### config.mk
export PLATFORM = sky130hd
export DESIGN_NAME = spi_slave
export DESIGN_NICKNAME = d
export VERILOG_FILES = /design/src/rtl/spi_slave_pkg.sv /design/src/rtl/spi_sync_edge.sv /design/src/rtl/spi_slave.sv
export SDC_FILE = /design/constraint.sdc
export NUM_CORES = 1
export LEC_CHECK = 0
export CAP_MARGIN = 20
export CORE_ASPECT_RATIO = 2
export CORE_UTILIZATION = 53
export DETAILED_ROUTE_END_ITERATION = 6
export GPL_TIMING_DRIVEN = 0
export HOLD_SLACK_MARGIN = 0.06
export PLACE_DENSITY = 0.79
export RECOVER_POWER = 25
export SLEW_MARGIN = 20
export SYNTH_ARGS = -nofsm -noshare
export SYNTH_HDL_FRONTEND = slang
export SYNTH_SLANG_ARGS = --single-unit
### constraint.sdc
create_clock -name clk_system -period 1.68 [get_ports clk_system]
set_input_delay 0.336 -clock clk_system [delete_from_list [all_inputs] [get_ports clk_system]]
set_output_delay 0.336 -clock clk_system [all_outputs]
set_load 0.005 [all_outputs]
### src/rtl/spi_slave_pkg.sv
// Shared definitions for the SPI slave: FSM state encoding and default sizing.
package spi_slave_pkg;

    localparam int default_reg_width = 32;
    localparam int sync_depth        = 2;

    typedef enum logic [1:0] {
        IDLE   = 2'd0,
        ACTIVE = 2'd1,
        DONE   = 2'd2
    } state_t;

endpackage

### src/rtl/spi_sync_edge.sv
// Brings one asynchronous input into the clk domain and flags its rising/falling edges.
module spi_sync_edge
    import spi_slave_pkg::*;
#(
    parameter logic reset_val = 1'b0
) (
    input  logic clk,
    input  logic rst_n,
    input  logic din,
    output logic sync,
    output logic rise,
    output logic fall
);

    logic [sync_depth-1:0] stage;
    logic                  prev;

    // NOTE: resetting to the line's idle level keeps reset release from looking like an edge.
    always_ff @(posedge clk or negedge rst_n) begin
        if (!rst_n) begin
            stage <= {sync_depth{reset_val}};
            prev  <= reset_val;
        end else begin
            stage <= {stage[sync_depth-2:0], din};
            prev  <= stage[sync_depth-1];
        end
    end

    assign sync = stage[sync_depth-1];
    assign rise = sync & ~prev;
    assign fall = ~sync & prev;

endmodule

### src/rtl/spi_slave.sv
// Mode-0 SPI slave oversampled by clk_system; reports each completed word with a data_valid pulse.
module spi_slave
    import spi_slave_pkg::*;
#(
    parameter int reg_width = default_reg_width
) (
    input  logic                         clk_system,
    input  logic                         reset_system,
    input  logic                         cs,
    input  logic                         clk_spi,
    input  logic                         mosi,
    output logic                         miso,
    input  logic [reg_width-1:0]         data_inR,
    output logic [reg_width-1:0]         data_outR,
    output logic [$clog2(reg_width):0]   size_transfer,
    output logic                         data_valid,
    output logic                         busy
);

    localparam int cnt_w = $clog2(reg_width) + 1;

    logic cs_sync, cs_rise, cs_fall;
    logic sck_sync_unused, sck_rise, sck_fall;
    logic mosi_sync, mosi_rise_unused, mosi_fall_unused;

    spi_sync_edge #(.reset_val(1'b1)) u_sync_cs (
        .clk   (clk_system),
        .rst_n (reset_system),
        .din   (cs),
        .sync  (cs_sync),
        .rise  (cs_rise),
        .fall  (cs_fall)
    );

    spi_sync_edge #(.reset_val(1'b0)) u_sync_sck (
        .clk   (clk_system),
        .rst_n (reset_system),
        .din   (clk_spi),
        .sync  (sck_sync_unused),
        .rise  (sck_rise),
        .fall  (sck_fall)
    );

    // Same depth as the clock path, so mosi lines up with the detected sck edge.
    spi_sync_edge #(.reset_val(1'b0)) u_sync_mosi (
        .clk   (clk_system),
        .rst_n (reset_system),
        .din   (mosi),
        .sync  (mosi_sync),
        .rise  (mosi_rise_unused),
        .fall  (mosi_fall_unused)
    );

    state_t               state, state_next;
    logic [reg_width-1:0] tx_shift, rx_shift;
    logic [cnt_w-1:0]     bit_cnt;

    always_ff @(posedge clk_system or negedge reset_system) begin
        if (!reset_system) state <= IDLE;
        else               state <= state_next;
    end

    always_comb begin
        state_next = state;
        unique case (state)
            IDLE:    if (cs_fall) state_next = ACTIVE;
            ACTIVE:  if (cs_rise) state_next = DONE;
            DONE:    state_next = IDLE;
            default: state_next = IDLE;
        endcase
    end

    // sck edges only count while cs is held low and no cs rise is pending.
    always_ff @(posedge clk_system or negedge reset_system) begin
        if (!reset_system) begin
            tx_shift      <= '0;
            rx_shift      <= '0;
            bit_cnt       <= '0;
            data_outR     <= '0;
            size_transfer <= '0;
            data_valid    <= 1'b0;
            busy          <= 1'b0;
        end else begin
            data_valid <= 1'b0;
            unique case (state)
                IDLE: begin
                    if (cs_fall) begin
                        tx_shift <= data_inR;
                        rx_shift <= '0;
                        bit_cnt  <= '0;
                        busy     <= 1'b1;
                    end
                end
                ACTIVE: begin
                    if (!cs_rise && !cs_sync) begin
                        if (sck_rise) begin
                            rx_shift <= {rx_shift[reg_width-2:0], mosi_sync};
                            if (bit_cnt != cnt_w'(reg_width)) bit_cnt <= bit_cnt + 1'b1;
                        end
                        if (sck_fall) tx_shift <= {tx_shift[reg_width-2:0], 1'b0};
                    end
                end
                DONE: begin
                    data_outR     <= rx_shift;
                    size_transfer <= bit_cnt;
                    data_valid    <= 1'b1;
                    busy          <= 1'b0;
                end
                default: ;
            endcase
        end
    end

    assign miso = busy & tx_shift[reg_width-1];

endmodule

==> results.sh <==
export IMPL_drive_above_1_share_pct=18.70
export IMPL_netlist_area_um2=4903
export IMPL_dominant_cells_by_area_after_synthesis="sky130_fd_sc_hd__dfrtp_1 60%, sky130_fd_sc_hd__nand2_1 7.8%, sky130_fd_sc_hd__mux2_2 7.8%"
export IMPL_cts_made_buffers=17
export IMPL_route_detailed_wl_per_inst_um=15.45
export IMPL_io_pin_count=78
export IMPL_final_max_slew_viol_count=0
export IMPL_post_synth_xor_area_fraction_pct=0
export IMPL_floorplan_die_height_um=138.0
export IMPL_crit_chain="clkdlybuf4s50_1"
export IMPL_final_period_utilization_pct=96.04
export IMPL_drt_first_pass_iters=4
export IMPL_ctsLongestPathBuffers=2
export IMPL_first_global_vias=3741
export IMPL_post_layout_total_power_uw=8089
export IMPL_globalRouteOverflowTotal=0
export IMPL_number_of_antenna_repair_diodes=0
export IMPL_gpl_final_weighted_congestion=0.8119
export IMPL_grt_pass1_wl_um=17150
export IMPL_power_switching_fraction_pct=24.41
export IMPL_hpwlAfterDp_um=6807
export IMPL_final_min_clock_period_ps=1613
export IMPL_max_cap_violations=0
export IMPL_route_met2_wl_um=5745
export IMPL_grt_util_all_layers_pct=22.52
export IMPL_power_switching_uw=1974
export IMPL_holdCritPathClass="reg -> reg"
export IMPL_synthesis_instances=430
export IMPL_ys_dominant_reg_cell="sky130_fd_sc_hd__dfrtp_1"
export IMPL_combinational_fraction_of_design_power_pct=13.9
export IMPL_post_synth_fa_ha_maj_area_fraction_pct=0.5103
export IMPL_layout_core_utilization_pct=71.85
export IMPL_relSlewSlack_pct=34.22
export IMPL_tightestPinTransition_ps=986.7
export IMPL_initial_utilization_pct=54.41
export IMPL_core_area_um2=9012
export IMPL_timing_setup_critical_path_class="reg -> out"
export IMPL_dr_wl_met3_um=338
export IMPL_routed_wl_um=9918
export IMPL_muxShareOfSynthArea_pct=14.34
export IMPL_dieWidth_um=70.02
export IMPL_finalHoldViolations=0
export IMPL_buffer_ports_inserted=77
export IMPL_grt_setup_unrepaired="no"
export IMPL_layout_common_cells="116 x sky130_fd_sc_hd__dfrtp_1, 102 x sky130_fd_sc_hd__nand2_1, 71 x sky130_fd_sc_hd__clkdlybuf4s50_1"
export IMPL_critical_path_max_stage_delay_ps=510
export IMPL_number_of_levels_the_h_tree_was_split_into=4
export IMPL_synth_top_family_by_area="multiplexers"
export IMPL_cpLargestDelayFamily="buffers and inverters"
export IMPL_insertion_delay_ps=400
export IMPL_worstPathBufferInverterCount=1
export IMPL_synth_compound_gate_area_share_pct=9.186
export IMPL_detail_route_antenna_nets=0
export IMPL_synth_avg_cell_area_um2=11.40
export IMPL_grt_max_degree=73
export IMPL_synth_edff_count=0
export IMPL_dieArea_um2=9664
export IMPL_seq_power_share_pct=43.2
export IMPL_drt_drc_violations_left=0
export IMPL_yosys_cell_types_count=33
export IMPL_floorplan_rows=49
export IMPL_internal_power_uw=6115
export IMPL_area_delta_synth_final_pct=32.05
export IMPL_cts_sink_count=120
export IMPL_grt_antenna_before_repair=0
export IMPL_post_layout_net_count=570
export IMPL_tritoncts="yes"
export IMPL_regToRegSetupSlack_ps=120
export IMPL_worst_ep_required_time_ps=1340
export IMPL_ys_ff_latch=120
export IMPL_clockPowerShare_pct=42.9
export IMPL_worst_ep_arrival_time_ps=1280
export IMPL_via_per_inst=5.386
export IMPL_outcome="finished, final reports clean"
export IMPL_timing_final_setup_violations=0
export IMPL_num_vias=3458
export IMPL_crit_path_max_fanout=2
export IMPL_clkSlewWorstSetupHoldPaths_ps=50
export IMPL_yosysTopAreaCellShare_pct=59.71
export IMPL_fillCellCount=626
export IMPL_met1_length_um=3716
export IMPL_synth_fp_nets=469
export IMPL_most_common_cell_after_layout_fill_and_taps_aside="sky130_fd_sc_hd__dfrtp_1"
export IMPL_tns_ps=0
export IMPL_route_top_layer_used="met4"
export IMPL_slowest_stage="sky130_fd_sc_hd__clkdlybuf4s50_1"
export IMPL_worst_clock_skew_ps=8.008
export IMPL_worstSetupEndpointType="output port"
export IMPL_top_achievable_clock_speed_mhz=619.8
export IMPL_simple_gate_share_of_the_synthesized_area_pct=10.82
export IMPL_yosysWarningCount=0
export IMPL_placed_cell_area_um2=5831
export IMPL_finalInstanceArea_um2=6475
export IMPL_yosysSeqAreaShare_pct=61.32
export IMPL_timing_critical_path_from_type="flop"
export IMPL_drt_initial_drc_count=165
export IMPL_synthDominantAreaCellType="sky130_fd_sc_hd__dfrtp_1"
export IMPL_postSynth_asyncResetShare_pct=100.0
export IMPL_cts_root_buffer_cell="sky130_fd_sc_hd__clkbuf_16"
export IMPL_powerDensity_nw_per_um2=1249
export IMPL_hold_worst_slack_ps=347.3
export IMPL_vdd_ir_drop_worst_mv=0.8242
export IMPL_leak_pwr_uw=0.002986
[layout make-up]
type / instances / area (um2) / share of cell area (%)
multi-input combinational: 277 / 1738 / 26.84
timing repair buffer: 81 / 814.5 / 12.58
buffer: 26 / 182.7 / 2.821
clock buffer: 26 / 539.3 / 8.328
sequential: 120 / 3008 / 46.45
clock inverter: 2 / 35.03 / 0.5411
inverter: 8 / 30.03 / 0.4638
tap: 102 / 127.6 / 1.971
[state kept, by name, indices dropped and copies added (netlist names)]
| signal | cells |
|---|---|
| bit_cnt | 6 |
| rx_shift | 32 |
| u_sync_sck.stage | 2 |
| u_sync_cs.prev | 1 |
| u_sync_mosi.stage | 2 |
| state | 2 |
| u_sync_cs.stage | 2 |
| tx_shift | 32 |
| size_transfer | 6 |
| u_sync_sck.prev | 1 |
| data_outR | 32 |
| data_valid | 1 |
| busy | 1 |
[metrics by stage]
stage | setup slack [ps] | instances
global placement | -4142 | 609
CTS | 19.52 | 640
detailed placement | 31.70 | 610
finish | 66.59 | 642
floorplan | 236.0 | 430
global route | 3.013 | 642
[worst paths after layout]
check / depth (start not counted) / from / to
min in group asynchronous: 2 / reset_system / data_outR[26]$_DFFE_PN0P_
setup reg to reg: 7 / state[1]$_DFFE_PN0P_ / rx_shift[3]$_DFFE_PN0P_
hold reg to reg: 0 / u_sync_mosi.stage[0]$_DFF_PN0_ / u_sync_mosi.stage[1]$_DFF_PN0_
hold / removal: 0 / u_sync_mosi.stage[0]$_DFF_PN0_ / u_sync_mosi.stage[1]$_DFF_PN0_
max in group asynchronous: 3 / reset_system / rx_shift[14]$_DFFE_PN0P_
setup / recovery: 1 / size_transfer[2]$_DFFE_PN0P_ / size_transfer[2]
[synthesized netlist by cell type, types with 2 or more instances]
library cell / count
sky130_fd_sc_hd__nor2b_1: 3
sky130_fd_sc_hd__nand2b_1: 5
sky130_fd_sc_hd__o21ai_1: 2
sky130_fd_sc_hd__nand2_1: 102
sky130_fd_sc_hd__dfstp_2: 3
sky130_fd_sc_hd__nor2_1: 5
sky130_fd_sc_hd__mux2i_1: 32
sky130_fd_sc_hd__dfrtp_1: 117
sky130_fd_sc_hd__or4_1: 3
sky130_fd_sc_hd__inv_1: 8
sky130_fd_sc_hd__buf_4: 7
sky130_fd_sc_hd__clkbuf_1: 4
sky130_fd_sc_hd__clkbuf_2: 2
sky130_fd_sc_hd__a21oi_1: 4
sky130_fd_sc_hd__ha_1: 2
sky130_fd_sc_hd__mux2_2: 34
sky130_fd_sc_hd__nand4_1: 3
sky130_fd_sc_hd__buf_6: 2
sky130_fd_sc_hd__o21ai_0: 69
sky130_fd_sc_hd__buf_2: 10
[power groups by stage]
stage               sequential [uW]  clock, uW  combinational [uW]
floorplan                      3460          0                 681
CTS                            3490       3510                1110
detailed placement             3530          0                1100
global route                   3530       3630                1270
global placement               3510          0                1040
finish                         3490       3470                1130
[logic make-up after synthesis]
family,count (synthesis)
muxes,66
buffers and inverters,34
DFF,120
AOI/OAI and AO/OA,82
adders and majority gates,2
and+or+nand+nor,126
[routing by layer]
layer | track usage [%] | vias up
met5 | 0 | -
met4 | 9.263 | 0
li1 | - | 1659
met3 | 5.394 | 11
met2 | 41.04 | 97
met1 | 24.40 | 1691
[timing repair]
item,CTS,global route
hold endpoints to repair,68,0
setup buffers,1,0
endpoints found under the setup margin,1,62
cloned,0,2
hold buffers,1,0
resized for setup,2,20
pin swaps,0,2
No activity file was read; power rests on OpenSTA's default activity.
